--- src/rtl/fetch_pkg.sv ---
// Shared types and constants for the fetch responder: FSM state encoding,
// the canonical NOP, and the PC-select encodings seen on PCSrc.
package fetch_pkg;

  typedef enum logic [1:0] {
    IDLE  = 2'd0,
    BUSY  = 2'd1,
    VALID = 2'd2,
    DRAIN = 2'd3
  } fetch_state_t;

  localparam logic [31:0] NOP_INSTR = 32'h0000_0013;

  localparam logic [1:0] PCSRC_PLUS4  = 2'd0;
  localparam logic [1:0] PCSRC_TARGET = 2'd1;
  localparam logic [1:0] PCSRC_ALU    = 2'd2;

  // Any select other than PC+4 is a control-flow redirect.
  function automatic logic is_redirect(input logic [1:0] pcsrc);
    return pcsrc != PCSRC_PLUS4;
  endfunction

endpackage

--- src/rtl/fetch_wait_timer.sv ---
// Saturating wait counter for outstanding memory requests; emits a single-cycle
// timeout pulse on the cycle whose increment brings the count to MAX_WAIT.
module fetch_wait_timer #(
  parameter int unsigned MAX_WAIT = 15
) (
  input  logic clk,
  input  logic rst_n,
  input  logic clr_i,
  input  logic en_i,
  output logic timeout_o
);

  localparam int unsigned CW = $clog2(MAX_WAIT + 1);
  localparam logic [CW-1:0] MAX_L = CW'(MAX_WAIT);

  logic [CW-1:0] cnt_q, cnt_d, cnt_inc;
  logic          at_max;

  assign cnt_inc = cnt_q + CW'(1);
  assign at_max  = (cnt_q == MAX_L);

  always_comb begin
    cnt_d = cnt_q;
    if (clr_i) begin
      cnt_d = '0;
    end else if (en_i && !at_max) begin
      cnt_d = cnt_inc;
    end
  end

  // Pulse coincides with the count becoming MAX_WAIT, so the sticky flag
  // downstream is visible right after the MAX_WAIT-th waiting cycle.
  assign timeout_o = !clr_i && en_i && !at_max && (cnt_inc == MAX_L);

  always_ff @(posedge clk or negedge rst_n) begin
    if (!rst_n) begin
      cnt_q <= '0;
    end else begin
      cnt_q <= cnt_d;
    end
  end

endmodule

--- src/rtl/fetch_responder.sv ---
// Fetch-side responder: runs one req/ack instruction-memory transaction per PC,
// presents the result to IF/ID, gates the PC enable and drops stale responses.
module fetch_responder
  import fetch_pkg::*;
#(
  parameter int unsigned            DATA_WIDTH = 32,
  parameter int unsigned            MAX_WAIT   = 15,
  parameter logic [DATA_WIDTH-1:0]  NOP_INSTR  = fetch_pkg::NOP_INSTR
) (
  input  logic                  clk,
  input  logic                  rst_n,
  input  logic [DATA_WIDTH-1:0] PCF_i,
  input  logic [1:0]            PCSrc_i,
  input  logic                  StallD_i,
  output logic                  mem_req_o,
  output logic [DATA_WIDTH-1:0] mem_addr_o,
  input  logic                  mem_ack_i,
  input  logic [DATA_WIDTH-1:0] mem_rdata_i,
  output logic [DATA_WIDTH-1:0] InstrF_o,
  output logic                  InstrValidF_o,
  output logic                  PCen_o,
  output logic                  fetch_err_o
);

  fetch_state_t          state_q, state_d;
  logic [DATA_WIDTH-1:0] addr_q, addr_d;
  logic [DATA_WIDTH-1:0] instr_q, instr_d;
  logic                  err_q, err_d;
  logic                  redirect;
  logic                  tmr_en, tmr_clr, timeout;

  assign redirect = is_redirect(PCSrc_i);

  fetch_wait_timer #(
    .MAX_WAIT (MAX_WAIT)
  ) u_wait_timer (
    .clk       (clk),
    .rst_n     (rst_n),
    .clr_i     (tmr_clr),
    .en_i      (tmr_en),
    .timeout_o (timeout)
  );

  always_comb begin
    state_d       = state_q;
    addr_d        = addr_q;
    instr_d       = instr_q;
    mem_req_o     = 1'b0;
    InstrValidF_o = 1'b0;
    PCen_o        = 1'b0;
    tmr_en        = 1'b0;
    tmr_clr       = 1'b1;

    unique case (state_q)
      IDLE: begin
        if (redirect) begin
          PCen_o = 1'b1;
        end else begin
          addr_d  = PCF_i;
          state_d = BUSY;
        end
      end

      BUSY: begin
        mem_req_o = 1'b1;
        tmr_clr   = mem_ack_i;
        tmr_en    = !mem_ack_i;
        if (mem_ack_i) begin
          if (redirect) begin
            PCen_o  = 1'b1;
            state_d = IDLE;
          end else begin
            instr_d = mem_rdata_i;
            state_d = VALID;
          end
        end else if (redirect) begin
          // Request stays up until acked; its data is thrown away in DRAIN.
          PCen_o  = 1'b1;
          state_d = DRAIN;
        end
      end

      DRAIN: begin
        mem_req_o = 1'b1;
        tmr_clr   = mem_ack_i;
        tmr_en    = !mem_ack_i;
        if (redirect) begin
          PCen_o = 1'b1;
        end
        if (mem_ack_i) begin
          state_d = IDLE;
        end
      end

      VALID: begin
        if (redirect) begin
          PCen_o  = 1'b1;
          state_d = IDLE;
        end else if (StallD_i) begin
          InstrValidF_o = 1'b1;
        end else begin
          InstrValidF_o = 1'b1;
          PCen_o        = 1'b1;
          instr_d       = NOP_INSTR;
          state_d       = IDLE;
        end
      end

      default: begin
        state_d = IDLE;
      end
    endcase
  end

  assign err_d       = err_q | timeout;
  assign mem_addr_o  = addr_q;
  assign InstrF_o    = InstrValidF_o ? instr_q : NOP_INSTR;
  assign fetch_err_o = err_q;

  always_ff @(posedge clk or negedge rst_n) begin
    if (!rst_n) begin
      state_q <= IDLE;
      addr_q  <= '0;
      instr_q <= NOP_INSTR;
      err_q   <= 1'b0;
    end else begin
      state_q <= state_d;
      addr_q  <= addr_d;
      instr_q <= instr_d;
      err_q   <= err_d;
    end
  end

endmodule

--- config.mk ---
export PLATFORM = sky130hd
export DESIGN_NAME = fetch_responder
export DESIGN_NICKNAME = d
export VERILOG_FILES = /design/src/rtl/fetch_pkg.sv /design/src/rtl/fetch_wait_timer.sv /design/src/rtl/fetch_responder.sv
export SDC_FILE = /design/constraint.sdc
export NUM_CORES = 1
export LEC_CHECK = 0
export BUFFER_PORTS_ARGS = -buffer_cell sky130_fd_sc_hd__buf_2
export CAP_MARGIN = 15
export CORE_MARGIN = 4
export CORE_UTILIZATION = 42
export DETAILED_ROUTE_END_ITERATION = 10
export PLACE_DENSITY_LB_ADDON = 0.25
export SLEW_MARGIN = 20
export SYNTH_ARGS = -nofsm -noshare
export SYNTH_HDL_FRONTEND = slang
export SYNTH_SLANG_ARGS = --single-unit
--- constraint.sdc ---
create_clock -name clk -period 1.7 [get_ports clk]
set_clock_uncertainty 0.05 [all_clocks]
set_input_delay 0.17 -clock clk [delete_from_list [all_inputs] [get_ports clk]]
set_output_delay 0.17 -clock clk [all_outputs]
set_load 0.02 [all_outputs]
==> impl_metrics.json <==
{
  "grt_usage": 0.192,
  "area_growth_pct": 70.7,
  "die_width_um": 91.5,
  "outcome": "finished with violations",
  "p_leak_nw": 2.52,
  "power_frac_seq": 0.443,
  "grt_overflow": 0,
  "synth_warnings": 0,
  "fin_nets": 484,
  "drive_above_1_share": 0.580,
  "postRouteAntennaNets": 0,
  "crit_start": "state_q[0]",
  "grt_pass1_vias": 2606,
  "root_buffer": "clkbuf_8",
  "final_hold_viol_count": 0,
  "fillers": 454,
  "cts_sinks": 71,
  "crit_path_max_fanout": 8,
  "start_util": 0.431,
  "timing.rr.start": "state_q[0]",
  "maxSlewHeadroom": 0.755,
  "syn-cell-area_mm2": 0.00293,
  "async_flop_share": 1.00,
  "power_frac_comb": 0.293,
  "cts_buffer_depth": 2,
  "drt_first_pass_iters": 4,
  "cp.required_ns": 1.48,
  "place_area_mm2": 0.00376,
  "synth_cell_type_count": 33,
  "clock_power_share": 0.264,
  "globalplace.congestion": 0.743,
  "hold_start": "PCF_i[21]",
  "synth_edf_count": 0,
  "fmax_mhz": 553,
  "period_share": 1.06,
  "finalWorstSetupSlack_ns": -0.109,
  "synth_flop_cell": "dfrtp_1",
  "ys_seq_area_frac": 0.607,
  "setup_viol": 79,
  "multi_input_area_mm2": 0.00128,
  "syn_inst": 214,
  "cp-end-kind": "output port",
  "syn_nets": 286,
  "io_pins": 138,
  "hp-class": "input port to flop",
  "yosysTopAreaCell": "dfrtp_1",
  "wl_mm": 8.48,
  "synth-seq-cells": 71,
  "dp_slack_ns": 0.0354,
  "p_sw_mw": 1.67,
  "crit_arrival_ns": 1.59,
  "intPower_mw": 3.94,
  "clkTransAtPathRegs_ns": 0.08,
  "synth.most_common_cell": "dfrtp_1",
  "die_area_mm2": 0.00838,
  "critical_path_class": "flop to output port",
  "antenna_found_initial": 0,
  "period_minus_slack_ns": 1.81,
  "num_rows": 30,
  "grt_pass1_wl_mm": 12.7,
  "drv_cap": 0,
  "pwr_density_cell_mw_per_mm2": 1120,
  "insertion_delay_ns": 0.33,
  "core_area_mm2": 0.00679,
  "insertedDiodeCount": 0,
  "netlist.area_leader.share": 0.580,
  "htree_levels": 3,
  "seq_area_mm2": 0.00178,
  "swShare": 0.297,
  "cts_tree": "done",
  "viasPerCell": 4.80,
  "vias": 2461,
  "failed_checks": "negative setup slack",
  "synth.area.top_cells": "dfrtp_1 58%, mux2_2 12%, a22o_1 8.7%, and2_1 6.2%, dfstp_2 2.7%",
  "ir_drop_mv": 0.604,
  "rsz0062_at_grt": "true",
  "drtIter0Drc": 99,
  "critPathLaunchType": "flop",
  "hpwl_mm": 4.71,
  "synth_commonest_cells": "68 x dfrtp_1, 30 x mux2_2, 29 x a22o_1, 29 x and2_1, 7 x buf_2",
  "cts_buffers": 9,
  "dieHeight_um": 91.5,
  "wl_per_cell_um": 16.5,
  "whs_ns": 0.0113,
  "grt_start_max_net_pins": 72,
  "drcViolationCount": 0,
  "synth.avg_cell_area_um2": 13.7,
  "fin_area_mm2": 0.00500,
  "utilization": 0.737,
  "io_buffers": 137,
  "drv_slew": 0,
  "worst_pin_slew_ns": 0.368
}
cell families (layout without fill, tap and decap cells):
group           count (synthesis)  count (layout)  synth area share
compound gates                 41              41             0.117
xor+xnor                        3               3           0.00896
fa+ha+maj                       2               2           0.00853
buf+inv                        16             219            0.0286
flops                          71              71             0.607
mux                            32              32             0.123
simple gates                   49              49             0.107
through the flow:
step | TNS, ns | total power [mW] | std cells
2_1_floorplan | 0 | 3.24 | 214
3_3_place_gp | 0 | 3.71 | 443
3_5_place_dp | 0 | 3.75 | 443
4_1_cts | -3.57 | 5.41 | 508
5_1_grt | -10.66 | 5.89 | 513
6_report | -4.67 | 5.61 | 513
final cells by class:
cell class,instances,area share
flip-flops and latches,71,0.356
repair buffers,201,0.318
multi-input cells,127,0.257
clock buffers,10,0.0255
well taps,96,0.0240
clock inverters,6,0.0188
inverters,2,0.00150
routing by layer:
metal	global-route usage	routed length (um)	up-vias
met3	0.0406	437	17
li1	-	-	1156
met1	0.228	3540	1199
met5	0	0	-
met4	0.0980	208	0
met2	0.326	4290	89
timing repair:
action	in CTS	in global routing
cloned	1	3
endpoints found under the hold margin	110	0
gates resized for setup	94	47
hold buffers	43	0
endpoints found under the setup margin	33	87
pin swaps	9	4
setup buffers	5	3
power groups by stage:
stage | Clock (mW) | Sequential, mW | Combinational, mW
after global routing | 1.59 | 2.55 | 1.75
final | 1.48 | 2.48 | 1.65
after CTS | 1.52 | 2.45 | 1.44
after global placement | 0 | 2.44 | 1.27
after detailed placement | 0 | 2.45 | 1.30
after floorplan | 0 | 2.70 | 0.540
placed cells by master (no fill, tap or decap), types with 2 or more instances in the layout:
master	count
o21ai_0	2
a22o_1	29
buf_12	3
clkbuf_16	2
buf_8	2
nand2b_1	2
nand2b_4	3
buf_6	39
dlygate4sd3_1	43
xnor2_1	2
bufinv_16	2
o22a_1	3
nor2_1	2
mux2_4	32
buf_4	8
dfstp_2	3
inv_1	2
dfrtp_1	68
and2_1	5
a31oi_1	2
clkinv_4	2
buf_2	104
ha_1	2
clkbuf_8	9
or2_2	2
nand3_1	2
and2_4	24
registers in the layout, indices dropped and copies added (netlist names):
| name | flops |
|---|---|
| u_wait_timer.cnt_q | 4 |
| instr_q | 32 |
| state_q | 2 |
| mem_addr_o | 32 |
| fetch_err_o | 1 |
path summary, 6_finish.rpt:
path / endpoint / slack (ns) / cells after the start
worst max register to register: instr_q[9] / -0.09 / 6
min in group asynchronous: mem_addr_o[4] / 0.31 / 3
max in group asynchronous: instr_q[0] / 0.95 / 3
worst min register to register: fetch_err_o / 0.42 / 1
worst max-delay path: InstrF_o[29] / -0.11 / 6
worst min-delay path: mem_addr_o[21] / 0.01 / 2
worst max-delay path, stage by stage (launching register included):
cell	delay, ns
dfrtp_1	0.40
buf_6	0.13
nor3b_4	0.18
buf_4	0.15
buf_8	0.13
and2_4	0.15
buf_6	0.11
No activity file was read; power rests on OpenSTA's default activity.
